File: config.mk
export PLATFORM = sky130hd
export DESIGN_NAME = pipe_skid_reg
export DESIGN_NICKNAME = d
export VERILOG_FILES = /design/src/rtl/pipe_pkg.sv /design/src/rtl/en_reg.sv /design/src/rtl/pipe_skid_reg.sv
export SDC_FILE = /design/constraint.sdc
export NUM_CORES = 1
export LEC_CHECK = 0
export ABC_AREA = 1
export CORE_UTILIZATION = 45
export DETAILED_ROUTE_END_ITERATION = 10
export PLACE_DENSITY = 0.8
export SYNTH_ARGS = -nofsm -noshare
export SYNTH_HDL_FRONTEND = slang
export SYNTH_SLANG_ARGS = --single-unit
export TNS_END_PERCENT = 50
File: constraint.sdc
create_clock -name clk -period 1.35 [get_ports clk]
set_input_delay 0.135 -clock clk [delete_from_list [all_inputs] [get_ports clk]]
set_output_delay 0.135 -clock clk [all_outputs]
set_load 0.05 [all_outputs]
File: src/rtl/pipe_pkg.sv
// Shared pipeline definitions: skid-buffer state encoding reused by stages and benches.
package pipe_pkg;

  typedef enum logic [1:0] {
    EMPTY = 2'd0,
    FULL  = 2'd1,
    SKID  = 2'd2
  } skid_state_e;

  localparam int unsigned SKID_DEPTH = 2;

endpackage

File: src/rtl/en_reg.sv
// Enabled register with synchronous active-high clear; holds one payload word.
module en_reg #(
  parameter int BITLENGTH = 64
) (
  input  logic                 clk,
  input  logic                 reset,
  input  logic                 en,
  input  logic [BITLENGTH-1:0] d,
  output logic [BITLENGTH-1:0] q
);

  logic [BITLENGTH-1:0] data_q;
  logic [BITLENGTH-1:0] data_d;

  always_comb begin
    data_d = data_q;
    if (en) data_d = d;
  end

  always_ff @(posedge clk) begin
    if (reset) data_q <= '0;
    else       data_q <= data_d;
  end

  assign q = data_q;

endmodule

File: src/rtl/pipe_skid_reg.sv
// Two-entry skid register: fully registered outputs, one transfer per cycle, flushable.
module pipe_skid_reg
  import pipe_pkg::*;
#(
  parameter int BITLENGTH = 64
) (
  input  logic                 clk,
  input  logic                 reset,
  input  logic                 flush,
  input  logic                 in_valid,
  input  logic [BITLENGTH-1:0] in_data,
  output logic                 in_ready,
  output logic                 out_valid,
  output logic [BITLENGTH-1:0] out_data,
  input  logic                 out_ready,
  output logic [1:0]           count
);

  skid_state_e          state_q, state_d;
  logic                 main_en, skid_en;
  logic [BITLENGTH-1:0] main_d, main_q, skid_q;

  always_ff @(posedge clk) begin
    if (reset) state_q <= EMPTY;
    else       state_q <= state_d;
  end

  // Next state plus register enables; flush squashes every load but leaves data intact.
  always_comb begin
    state_d = state_q;
    main_en = 1'b0;
    skid_en = 1'b0;
    main_d  = in_data;
    unique case (state_q)
      EMPTY: begin
        if (in_valid) begin
          state_d = FULL;
          main_en = 1'b1;
        end
      end
      FULL: begin
        if (in_valid && out_ready) begin
          main_en = 1'b1;
        end else if (in_valid) begin
          state_d = SKID;
          skid_en = 1'b1;
        end else if (out_ready) begin
          state_d = EMPTY;
        end
      end
      SKID: begin
        if (out_ready) begin
          state_d = FULL;
          main_en = 1'b1;
          main_d  = skid_q;
        end
      end
      default: state_d = EMPTY;
    endcase
    if (flush) begin
      state_d = EMPTY;
      main_en = 1'b0;
      skid_en = 1'b0;
    end
  end

  always_comb begin
    out_valid = (state_q != EMPTY);
    in_ready  = (state_q != SKID) && !reset;
    count     = state_q;
  end

  en_reg #(.BITLENGTH(BITLENGTH)) u_main (
    .clk   (clk),
    .reset (reset),
    .en    (main_en),
    .d     (main_d),
    .q     (main_q)
  );

  en_reg #(.BITLENGTH(BITLENGTH)) u_skid (
    .clk   (clk),
    .reset (reset),
    .en    (skid_en),
    .d     (in_data),
    .q     (skid_q)
  );

  assign out_data = main_q;

endmodule

==> summary.txt <==
status = finished, violations left
failing checks = negative setup slack
Power Density = 1150 mW/mm^2
die width = 116 um
syn avg cell area = 6.32 um^2
dpl cells = 1202
nets = 1129
min-delay worst type = in -> reg
vias per cell = 4.88
ratio of cells with drive above 1 in the final layout = 20.7%
Core ar. = 0.0126 mm^2
post-synthesis compound-gate area fraction = 5.97%
number of synthesized flops with an enable pin = 0
final worst-path cycle share = 104%
Fin Hold WS = 0.330 ns
vias in the first global route = 5548
CP Data Required Time = 1.66 ns
met2 Use GR = 42.1%
Synth top cells by count = nand2_1, nor2_1, dfxtp_1, inv_1, nand3_1
Post-Synth Adder-Cell Area = 0%
#FFs+latches synth = 130
arrival time worst endpoint = 1.71 ns
largest cells by area after synthesis = dfxtp_1, nand2_1, nor2_1
Gate Count Post-Synth = 922
multiplexer share of the synthesized area = 0%
cts hold-fix bufs = 0
grt met3 use = 6.43%
xor/xnor share of the synthesized area = 0%
Synth Area in Simple Gates = 39.4%
Placer Congestion = 0.811
Slew HR = 79.4%
DP HPWL = 9.77 mm
pre-CTS setup slack = -0.158 ns
max_cap viols = 0
sequential share of the synthesized area = 44.7%
Initial Utilization = 46.2%
main combinational cell family by area after synthesis = simple AND/OR/NAND/NOR gates
number of CTS-inserted buffers = 17
fin worst setup slack = -0.0564 ns
Startpoint Class = flip-flop
Mapped Area = 0.00583 mm^2
shortest period the worst path allows = 1.41 ns
gr ovfl total = 0
Worst setup EP type = flip-flop
critical path class = reg -> reg
total nets after synthesis = 991
Bufs on Longest Clock Path = 2
total vias in the final route = 6081
drt drc = 0
Post-synth top flop = dfxtp_1
Yosys top cell by area = dfxtp_1
wirelength, routed = 16.7 mm
port bufs = 136
worst vdd ir = 0.883 mV
CTS Sinks = 130
clock-pin slew on the worst setup and hold paths = 0.05 ns
FP Rows = 41
skew final = 0.00517 ns
layout overhead on the synthesized area = 59.8%
Worst R2R Start = count[1]
largest fanout on the critical path = 16
Die Ht = 116 um
count of cell types in the netlist = 15
# setup viols final = 35
io pins = 137
Ys Warns = 0
TritonRoute pass-1 iters = 5
max-slew violation count = 0
utilization after layout = 73.8%
Setup crit start = count[1]
met1 track demand over resource = 27.3%
starting DRC count in detailed routing = 507
Max Fclk = 0.711 GHz
GR peak layer = met2
initial antenna violation count = 0
Skew-Pair Late Insertion Delay = 0.41 ns
Synth top area share = 44.7%
Post-synth ARST share = 0%
Hold Startpoint = out_ready
measured slew at the worst slew-check pin = 0.307 ns
total global routing track utilization = 23.8%
RSZ-0062 raised after global routing = true
H-tree levels = 4
Hold Fails Final Rpt = 0
first-pass GRT wire length = 24.9 mm
die area = 0.0134 mm^2
Clock Tree Root = clkbuf_16
Lkg Pwr = 4.23 nW
CTS tree = done
Antenna Violating Nets Remaining = 0
largest net degree at the start of global routing = 59
Final Power = 10.7 mW
Final Non-Filler Cells = 1246
Routed WL per cell = 13.4 um
## critical path, stage by stage (launching register included)
cell and delay, ns:
dfxtp_4 0.38, inv_4 0.04, nor2_4 0.14, buf_6 0.15
nand2_8 0.10, clkbuf_16 0.20, nand2_1 0.07, nand2_1 0.05
nor2_1 0.11, nor2_1 0.06
## cells in the final DEF (no fill, tap or decap), types with 2 or more instances in the layout
cell type and count:
nor2_1 244, nand2_1 211, dfxtp_1 128, buf_12 79, inv_1 67, clkdlybuf4s50_1 67
nand3_1 64, o21ai_1 55, nand2_2 32, clkbuf_16 24, buf_4 19, nand2_4 17
nor2_2 15, o21ai_0 9, clkbuf_8 9, clkinv_2 4, buf_6 4, nor2_4 3
inv_2 3, clkbuf_1 3, buf_8 3, nand3_4 2, o21ai_2 2, a21oi_1 2
dfxtp_4 2
## per-stage QoR
step	instance area (um^2)	TNS (ns)
floorplan	5840	0
global placement	8190	-7.92
detailed placement	8190	-13.30
CTS	8810	-0.118
global route	9310	-6.08
finish	9310	-0.589
## registers in the layout, indices dropped and copies added (netlist names)
register	flops
count	2
u_main.q	64
u_skid.q	64
## power by group
| part | switching [mW] | internal (mW) | total, mW |
|---|---|---|---|
| Combinational | 1.16 | 1.03 | 2.19 |
| Sequential | 0.171 | 4.01 | 4.18 |
| Clock | 1.58 | 2.78 | 4.36 |
## timing repair
action / CTS / global route
gates resized for setup: 10 / 107
pin swaps: 2 / 50
cloned: 0 / 7
setup endpoints to repair: 4 / 127
buffers inserted: 3 / 1
## logic make-up (layout without fill, tap and decap cells)
group | Yosys count | after routing
simple gates | 589 | 589
compound gates | 69 | 69
buf+inv | 134 | 285
other cells | 0 | 1
flops | 130 | 130
## worst paths after layout
path	end	cells past startpoint	slack, ns
max	u_main.q[10]	9	-0.06
max reg2reg	u_main.q[10]	9	-0.06
min reg2reg	u_skid.q[40]	2	0.48
min	count[1]	5	0.33
## area by class of cell
| cell class | instances | area [um^2] |
|---|---|---|
| diodes | 1 | 2.50 |
| clock buffers | 29 | 561 |
| clock inverters | 3 | 15.0 |
| fillers | 956 | 3310 |
| inverters | 73 | 285 |
| multi-input cells | 658 | 2960 |
| flip-flops and latches | 130 | 2610 |
| well taps | 172 | 215 |
| repair buffers | 180 | 2670 |
## layer usage
layer | part of all wire [%] | vias to the layer above | wire, um
met5 | 0 | - | 0
li1 | - | 3081 | -
met3 | 6.2 | 19 | 1030
met4 | 1.3 | 0 | 216
met1 | 41 | 2779 | 6830
met2 | 52 | 202 | 8640
Note: power is estimated with default switching activity, not from simulation.
